--- config.mk ---
export PLATFORM = sky130hd
export DESIGN_NAME = config_select
export DESIGN_NICKNAME = d
export VERILOG_FILES = /design/src/rtl/config_select.sv
export SDC_FILE = /design/constraint.sdc
export NUM_CORES = 1
export LEC_CHECK = 0
export BUFFER_PORTS_ARGS = -buffer_cell sky130_fd_sc_hd__buf_2
export CORE_ASPECT_RATIO = 1.5
export CORE_MARGIN = 2
export CORE_UTILIZATION = 60
export DETAILED_ROUTE_END_ITERATION = 8
export PLACE_DENSITY = 0.79
export SETUP_SLACK_MARGIN = 0.1
export SLEW_MARGIN = 10
export SYNTH_ARGS = -nofsm -noshare
export SYNTH_HDL_FRONTEND = slang
export SYNTH_SLANG_ARGS = --single-unit
--- constraint.sdc ---
create_clock -name fpga_clk -period 2.4 [get_ports fpga_clk]
set_input_delay 0.36 -clock fpga_clk [delete_from_list [all_inputs] [get_ports fpga_clk]]
set_output_delay 0.36 -clock fpga_clk [all_outputs]
set_load 0.05 [all_outputs]
--- src/rtl/config_select.sv ---
// Configuration front-end: synchronises and debounces the board switches, commits
// a stable value to the address decoder and holds the CPU in reset while it changes.
module config_select #(
    parameter int DEBOUNCE_CYCLES = 65536,
    parameter int CPU_RESET_HOLD  = 1024,
    parameter int CONFIG_BITS     = 4
) (
    input  logic                   fpga_clk,
    input  logic                   resetbar,
    input  logic [CONFIG_BITS-1:0] config_sw,
    input  logic                   reload_req,
    output logic [CONFIG_BITS-1:0] configuration,
    output logic                   config_valid,
    output logic                   config_strobe,
    output logic                   cpu_resetbar
);

    localparam int CNT_W  = (DEBOUNCE_CYCLES > 1) ? $clog2(DEBOUNCE_CYCLES) : 1;
    localparam int HCNT_W = (CPU_RESET_HOLD > 1) ? $clog2(CPU_RESET_HOLD) : 1;

    localparam logic [CNT_W-1:0]  CNT_LAST  = CNT_W'(DEBOUNCE_CYCLES - 1);
    localparam logic [CNT_W-1:0]  CNT_ONE   = CNT_W'(1);
    localparam logic [HCNT_W-1:0] HCNT_LAST = HCNT_W'(CPU_RESET_HOLD - 1);
    localparam logic [HCNT_W-1:0] HCNT_ONE  = HCNT_W'(1);

    typedef enum logic [1:0] {
        SAMPLE = 2'd0,
        HOLD   = 2'd1,
        RUN    = 2'd2
    } state_t;

    state_t                   state;
    state_t                   state_next;
    logic [CONFIG_BITS-1:0]   s1;
    logic [CONFIG_BITS-1:0]   s2;
    logic [CONFIG_BITS-1:0]   cand;
    logic [CONFIG_BITS-1:0]   cand_next;
    logic [CNT_W-1:0]         cnt;
    logic [CNT_W-1:0]         cnt_next;
    logic [HCNT_W-1:0]        hcnt;
    logic [HCNT_W-1:0]        hcnt_next;
    logic [CONFIG_BITS-1:0]   configuration_next;
    logic                     config_valid_next;
    logic                     config_strobe_next;
    logic                     cpu_resetbar_next;

    // Two-flop synchroniser; the raw switches are never looked at past this point.
    always_ff @(posedge fpga_clk or negedge resetbar) begin
        if (!resetbar) begin
            s1 <= '0;
            s2 <= '0;
        end else begin
            s1 <= config_sw;
            s2 <= s1;
        end
    end

    always_ff @(posedge fpga_clk or negedge resetbar) begin
        if (!resetbar) begin
            state         <= SAMPLE;
            cand          <= '0;
            cnt           <= '0;
            hcnt          <= '0;
            configuration <= '0;
            config_valid  <= 1'b0;
            config_strobe <= 1'b0;
            cpu_resetbar  <= 1'b0;
        end else begin
            state         <= state_next;
            cand          <= cand_next;
            cnt           <= cnt_next;
            hcnt          <= hcnt_next;
            configuration <= configuration_next;
            config_valid  <= config_valid_next;
            config_strobe <= config_strobe_next;
            cpu_resetbar  <= cpu_resetbar_next;
        end
    end

    always_comb begin
        state_next         = state;
        cand_next          = cand;
        cnt_next           = cnt;
        hcnt_next          = hcnt;
        configuration_next = configuration;
        config_valid_next  = config_valid;
        config_strobe_next = 1'b0;
        cpu_resetbar_next  = cpu_resetbar;

        case (state)
            SAMPLE: begin
                // A change on the terminal count edge restarts rather than commits.
                if (s2 != cand) begin
                    cand_next = s2;
                    cnt_next  = '0;
                end else if (cnt == CNT_LAST) begin
                    configuration_next = cand;
                    config_valid_next  = 1'b1;
                    config_strobe_next = 1'b1;
                    cpu_resetbar_next  = 1'b0;
                    hcnt_next          = '0;
                    state_next         = HOLD;
                end else begin
                    cnt_next = cnt + CNT_ONE;
                end
            end

            HOLD: begin
                // Counter stops at its last value instead of wrapping.
                if (hcnt == HCNT_LAST) begin
                    cpu_resetbar_next = 1'b1;
                    state_next        = RUN;
                end else begin
                    hcnt_next = hcnt + HCNT_ONE;
                end
            end

            RUN: begin
                if (reload_req || (s2 != configuration)) begin
                    state_next = SAMPLE;
                    cand_next  = s2;
                    cnt_next   = '0;
                end
            end

            default: begin
                state_next = SAMPLE;
            end
        endcase
    end

endmodule

==> metrics.md, run 1 <==
| Metric | Value |
|---|---|
| Status | `finished clean` |
| Vias in the first global route | `1,813` |
| Setup Viol. Count Final | `0` |
| Ys Warns | `0` |
| Crit Path Max Fanout | `13` |
| Area leader, netlist | `dfrtp_1` |
| PortBufs | `13` |
| Clock Latency Late Sink | `310 ps` |
| Worst-path cell chain | `ha_1, nand3_1, nor4_4, and2b_1, a21oi_4, a31oi_1` |
| Kind of critical path | `reg2reg` |
| Worst setup EP type | `flop` |
| Critical R2R Launch | `cnt[1]` |
| First-pass GRT wire length | `8.16 mm` |
| Synth async-reset ratio | `100%` |
| Wirelength per Cell | `16.3 um` |
| Core Region | `0.00372 sq mm` |
| Setup Buffers After CTS | `0` |
| Area of the multi-input gates | `0.00108 sq mm` |
| Initial antenna violation count | `0` |
| Post-synth EDFFs | `0` |
| Worst EP arrival | `2330 ps` |
| DRT iter0 DRCs | `54` |
| Largest net degree at the start of global routing | `21` |
| Most common cell in the netlist | `dfrtp_1` |
| Gate Count Post-Synth | `221` |
| Buf/Inv on CP | `0` |
| Worst Skew | `8.93 ps` |
| Via count | `1,796` |
| #FFs+latches synth | `47` |
| Cells after DPL | `276` |
| Synth top area share | `50.4%` |
| # IOs | `14` |
| Die H | `80.4 um` |
| RSZ-0062 raised after global routing | `false` |
| Sequential area share after synthesis | `50.4%` |
| CTS H-tree lvls | `2` |
| Compound-Gate Fraction of Synth Area | `16.9%` |
| Cell family with most CP delay | `simple AND/OR/NAND/NOR gates` |
| Adder-cell area share of the yosys netlist | `1.07%` |
| Die ar. | `0.00441 sq mm` |
| Period minus WS final | `2110 ps` |
| Routed WL | `4.65 mm` |
| Dominant cells by area after synthesis | `dfrtp_1 (50%), a31oi_1 (4.0%), nand2_1 (3.5%)` |
| DRC | `0` |
| Total Nets Final | `250` |
| Setup tns final | `0 ps` |
| Pre-Repair DR Iteration Count | `4` |
| GPL Wtd Cong | `0.863` |
| Min-delay src | `config_sw[1]` |
| Worst min-delay path category | `in2reg` |
| Area of the mapped netlist | `0.00233 sq mm` |
| Area growth, synth to finish | `10.1%` |
| Distinct cells, synth | `46` |
| Clock Path Buffers | `2` |
| Final period utilization | `87.9%` |
| Total gr overflow | `0` |
| Fin cells | `285` |
| Max cap viols | `0` |
| Worst-Margin Slew | `556 ps` |
| Clk Tree Root Cell | `clkbuf_8` |
| VDD IR-drop max | `804 uV` |
| Number of vias per cell | `6.30` |
| Share of cells above drive strength 1 | `19.0%` |
| Post-route ant nets | `0` |
| CTS clk-pin slew, worst paths | `90 ps` |
| PwrDens | `581 mW/mm^2` |
| Largest family of logic cells by synthesized area | `simple AND/OR/NAND/NOR gates` |
| Ant diodes | `0` |
| Top_reg_cell synth | `dfrtp_1` |
| HPWL after DPL | `3.33 mm` |
| Critical path launch point type | `flop` |
| # fillers | `271` |
| Slowest stage delay, CP | `410 ps` |
| Cts bufs inserted | `5` |
| Hold_ws | `148 ps` |
| Total GRT Usage | `25.7%` |
| Hold Vio Cnt, Final | `0` |
| Die width | `54.9 um` |
| Commonest cells in the netlist | `dfrtp_1 (47), nand2_1 (22), a31oi_1 (15), nor2_1 (15), nand3_1 (13)` |
| Slowest stage cell, crit path | `dfrtp_1` |
| Syn_nets | `230` |
| CP required | `2620 ps` |
| Simple-gate area share of the yosys netlist | `19.7%` |
| Fmax | `0.474 GHz` |
| P_leak | `1.10 nW` |
| Rows | `27` |
| Sequential cell area | `0.00118 sq mm` |
| Syn avg cell area | `10.6 sq um` |
| Final Core Density | `69.1%` |
| Initial Util | `62.8%` |
| Critical Path Start | `cnt[1]` |
| Mux cell area share after synthesis | `5.58%` |
| Post-Synth XOR/XNOR Area | `3.00%` |
| Slew Viols, Final | `0` |
| Clk sinks | `47` |
| Worst rel slew slack | `62.7%` |
| TritonCTS clock tree | `yes` |
flip-flops by register name (all words and copies together), names as in the netlist, 2 cells and up:
name	flops
cand	4
hcnt	10
s2	4
state	2
configuration	4
s1	4
cnt	16
power breakdown:
group / internal [mW] / leakage, nW / switching (mW)
logic: 0.0311 / 0.419 / 0.0408
registers: 0.810 / 0.626 / 0.0208
clock network: 0.310 / 0.0581 / 0.279
per-layer routing:
layer	track usage [%]	routed length, um	vias to the layer above	part of all wire, %
li1	-	-	847	-
met2	43.2	2470	41	53
met1	30.8	1940	901	42
met3	5.58	152	7	3.3
met4	10.2	93	0	2.0
met5	0	0	-	0
through the flow:
| step | setup slack (ps) | instance area, sq um | total power, mW |
|---|---|---|---|
| 2_1_floorplan | 585 | 2330 | 0.882 |
| 3_3_place_gp | 347 | 2450 | 0.915 |
| 3_5_place_dp | 330 | 2450 | 0.918 |
| 4_1_cts | 308 | 2570 | 1.50 |
| 5_1_grt | 116 | 2570 | 1.54 |
| 6_report | 292 | 2570 | 1.49 |
worst register-to-register path: cells and delay by family (launching register included):
family	cells	cell delay, ps
fa+ha+maj	1	220
flops	1	410
simple gates	3	920
compound gates	2	470
cell usage in the layout (no fill, tap or decap), types with 8 or more instances in the layout:
cell / count
nand2_1: 22
nor3_1: 8
nand4_1: 8
a31oi_1: 15
nand3_1: 13
buf_2: 13
nor2_1: 15
inv_1: 9
o21ai_0: 8
dfrtp_1: 47
cell families (layout without fill, tap and decap cells):
logic type,Yosys count,in the layout
adder cells (fa/ha/maj),2,2
multiplexers,12,12
flip-flops,47,47
XOR/XNOR,8,8
buffers and inverters,15,36
AND/OR/NAND/NOR,86,86
AO/OA/AOI/OAI,51,51
final timing paths:
path / to / slack, ps / cells past startpoint
worst max-delay path: cnt[2] / 290 / 6
worst min-delay path: s1[1] / 150 / 1
worst max register to register: cnt[2] / 290 / 6
worst min register to register: s2[3] / 360 / 0
max in group asynchronous: hcnt[7] / 1320 / 3
min in group asynchronous: cnt[13] / 500 / 2
layout make-up:
class,count,area share [%]
inverters,9,1.32
repair buffers,19,4.38
clock inverters,3,1.70
well taps,43,2.09
clock buffers,5,2.68
flip-flops and latches,47,45.8
multi-input cells,159,42.0
repair_timing:
action / 4_1_cts / 5_1_grt
gates resized for setup: 0 / 0
endpoints found under the hold margin: 18 / 0
hold buffers: 1 / 0
Note: power is estimated with default switching activity, not from simulation.
==> run 2: changes to the inputs <==
--- a/config.mk
+++ b/config.mk
@@ -10,5 +10,5 @@
 export CORE_MARGIN = 2
-export CORE_UTILIZATION = 60
+export CORE_UTILIZATION = 54
 export DETAILED_ROUTE_END_ITERATION = 8
-export PLACE_DENSITY = 0.79
+export PLACE_DENSITY = 0.75
 export SETUP_SLACK_MARGIN = 0.1
==> constraint.sdc (replaced) <==
create_clock -name fpga_clk -period 1.7 [get_ports fpga_clk]
set_input_delay 0.34 -clock fpga_clk [delete_from_list [all_inputs] [get_ports fpga_clk]]
set_output_delay 0.34 -clock fpga_clk [all_outputs]
set_load 0.05 [all_outputs]
==> run 2 against run 1 <==
The flow now finishes with violations (setup timing). Final cell count rose by 18%. Sequential power rose by 41%. Highest routed layer unchanged. Count of clock-buffer cells in the layout did not move. Clock power rose by 44%. Flip-flop and latch count did not move.
==> metrics.md, run 2 (synthesis results as in run 1) <==
| Metric | Value |
|---|---|
| First-pass GRT wire length | `9.27 mm (+14%)` |
| Largest regs | `cnt: 16 flops, hcnt: 10 flops` |
| Slew Viols, Final | `0 (unchanged)` |
| Worst rel slew slack | `71.1% (+8.4 points)` |
| Worst Skew | `15.3 ps (+6.32 ps)` |
| Setup ws final | `-14.9 ps (-306 ps)` |
| Vias in the first global route | `2,041 (+13%)` |
| HPWL after DPL | `3.65 mm (+9.3%)` |
| Die H | `84.5 um (+5.1%)` |
| Worst EP arrival | `1940 ps (-390 ps)` |
| Final period utilization | `101% (+13 points)` |
| Total Nets Final | `299 (+20%)` |
| Worst min-delay path category | `in2reg` |
| Global-route met1 utilization | `29.3% (-1.5 points)` |
| VDD IR-drop max | `862 uV (+7.2%)` |
| Pre-Repair DR Iteration Count | `4 (unchanged)` |
| Ant diodes | `0 (unchanged)` |
| Clock Path Buffers | `2 (unchanged)` |
| Routed WL | `5.54 mm (+19%)` |
| CP required | `1920 ps (-700 ps)` |
| Die ar. | `0.00487 sq mm (+10%)` |
| CTS H-tree lvls | `2 (unchanged)` |
| Met3 GRT Util | `4.01% (-1.6 points)` |
| TritonCTS clock tree | `yes` |
| M2 GR Usage | `41.5% (-1.7 points)` |
| Kind of critical path | `reg2reg` |
| DRT iter0 DRCs | `58 (+7.4%)` |
| Die width | `57.7 um (+5.0%)` |
| Biggest register | `cnt` |
| Initial Util | `55.4% (-7.4 points)` |
| Worst-Margin Slew | `433 ps (-123 ps)` |
| Cts bufs inserted | `5 (unchanged)` |
| Most common cell after layout, fill and taps aside | `dfrtp_1` |
| Wirelength per Cell | `16.5 um (+0.85%)` |
| RSZ-0062 raised after global routing | `true` |
| Critical path launch point type | `flop` |
| Clk Tree Root Cell | `clkbuf_8` |
| Fmax | `0.583 GHz (+23%)` |
| Status | `finished with violations` |
| Hold Vio Cnt, Final | `0 (unchanged)` |
| CTS clk-pin slew, worst paths | `90 ps (about the same)` |
| Rows | `29 (+7.4%)` |
| Failing checks | `setup timing` |
| Via count | `1,986 (+11%)` |
| GPL Wtd Cong | `0.827 (-4.2%)` |
| Max cap viols | `0 (unchanged)` |
| Share of cells above drive strength 1 | `42.6% (+24 points)` |
| Cells after DPL | `317 (+15%)` |
| Setup Viol. Count Final | `1 (+1)` |
| Number of vias per cell | `5.89 (-6.5%)` |
| Fin cells | `337 (+18%)` |
| Core Region | `0.00421 sq mm (+13%)` |
| # IOs | `14 (unchanged)` |
| Total GRT Usage | `24.4% (-1.3 points)` |
| Area growth, synth to finish | `37.3%` |
| Total gr overflow | `0 (unchanged)` |
| Worst setup EP type | `flop` |
| Largest net degree at the start of global routing | `31 (+48%)` |
| Max reg flops | `16 (unchanged)` |
| PwrDens | `681 mW/mm^2 (+17%)` |
| Period minus WS final | `1710 ps (-394 ps)` |
| Post-route ant nets | `0 (unchanged)` |
| Post-placement cell area | `0.00279 sq mm (+14%)` |
| DRC | `0 (unchanged)` |
| Most used routing layer | `met2` |
| Fin area | `0.00320 sq mm (+25%)` |
| Crit Path Max Fanout | `6 (-7)` |
| Initial antenna violation count | `0 (unchanged)` |
| P_leak | `1.43 nW (+29%)` |
| Clock Latency Late Sink | `310 ps (about the same)` |
| Leading cell types in the layout, fill and taps excluded | `dfrtp_1 (42), buf_4 (38), nand2_1 (21), a31oi_1 (14), buf_6 (14)` |
| PortBufs | `13 (unchanged)` |
| Clk sinks | `47 (unchanged)` |
-- run 2: cell count changes in the layout (fill, tap and decap cells not counted), moves of 3 or more --
cell	delta
dfrtp_1	-5
mux2_4	+4
dfrtp_2	+5
nor3_2	+3
nor3_4	+3
nor3_1	-6
buf_4	+33
buf_6	+14
mux2_2	-4
-- run 2: final timing paths --
path | start | endpoint | slack [ps] | cells after the start
worst max-delay path | cnt[1] | cnt[2] | -10 | 7
worst min-delay path | config_sw[1] | s1[1] | 140 | 1
worst min register to register | s1[2] | s2[2] | 360 | 0
worst max register to register | cnt[1] | cnt[2] | -10 | 7
max in group asynchronous | resetbar | configuration[0] | 690 | 3
min in group asynchronous | resetbar | cnt[12] | 490 | 2
-- run 2: routing by layer --
layer,routed length (um),vias up
met5,0,-
met2,3080,38
li1,-,953
met3,136,11
met4,132,0
met1,2190,984
-- run 2: cell type report --
class / instances / area, sq um
tap: 46 / 57.6
clock inverter: 3 / 46.3
fill: 269 / 1010
multi-input combinational: 159 / 1250
sequential: 47 / 1180
timing repair buffer: 68 / 558
inverter: 9 / 33.8
clock buffer: 5 / 68.8
-- run 2: worst max-delay path, cell delays in order (launching register included) --
cell and delay [ps]:
dfrtp_1 370, ha_2 220, nand3_2 130, nor4_4 220, and2b_2 270, a21oi_4 80, buf_4 160, a31oi_1 180
-- run 2: through the flow --
step,hold WS [ps],TNS [ps],util [%],power [mW],setup WS [ps]
finish,139,-14.9,76.1,2.18,-14.9
detailed placement,309,-108,66.3,1.33,-30.1
CTS,126,0,73.3,2.19,29.1
global route,120,-1070,76.1,2.25,-76.2
floorplan,44.4,0,-,1.25,8.53
global placement,312,-16.1,66.3,1.32,-11.5
-- run 2: power by group --
group	switching [mW]	leakage [nW]	internal (mW)
Combinational	0.0782	0.755	0.0838
Clock	0.404	0.0548	0.443
Sequential	0.0254	0.618	1.14
Total	0.508	1.43	1.67
-- run 2: what timing repair did --
item                       CTS  global route
hold buffers                 1             0
pin swaps                   10            14
setup endpoints to repair   34            36
hold endpoints to repair    17             0
setup buffers                7             4
resized for setup           23            22
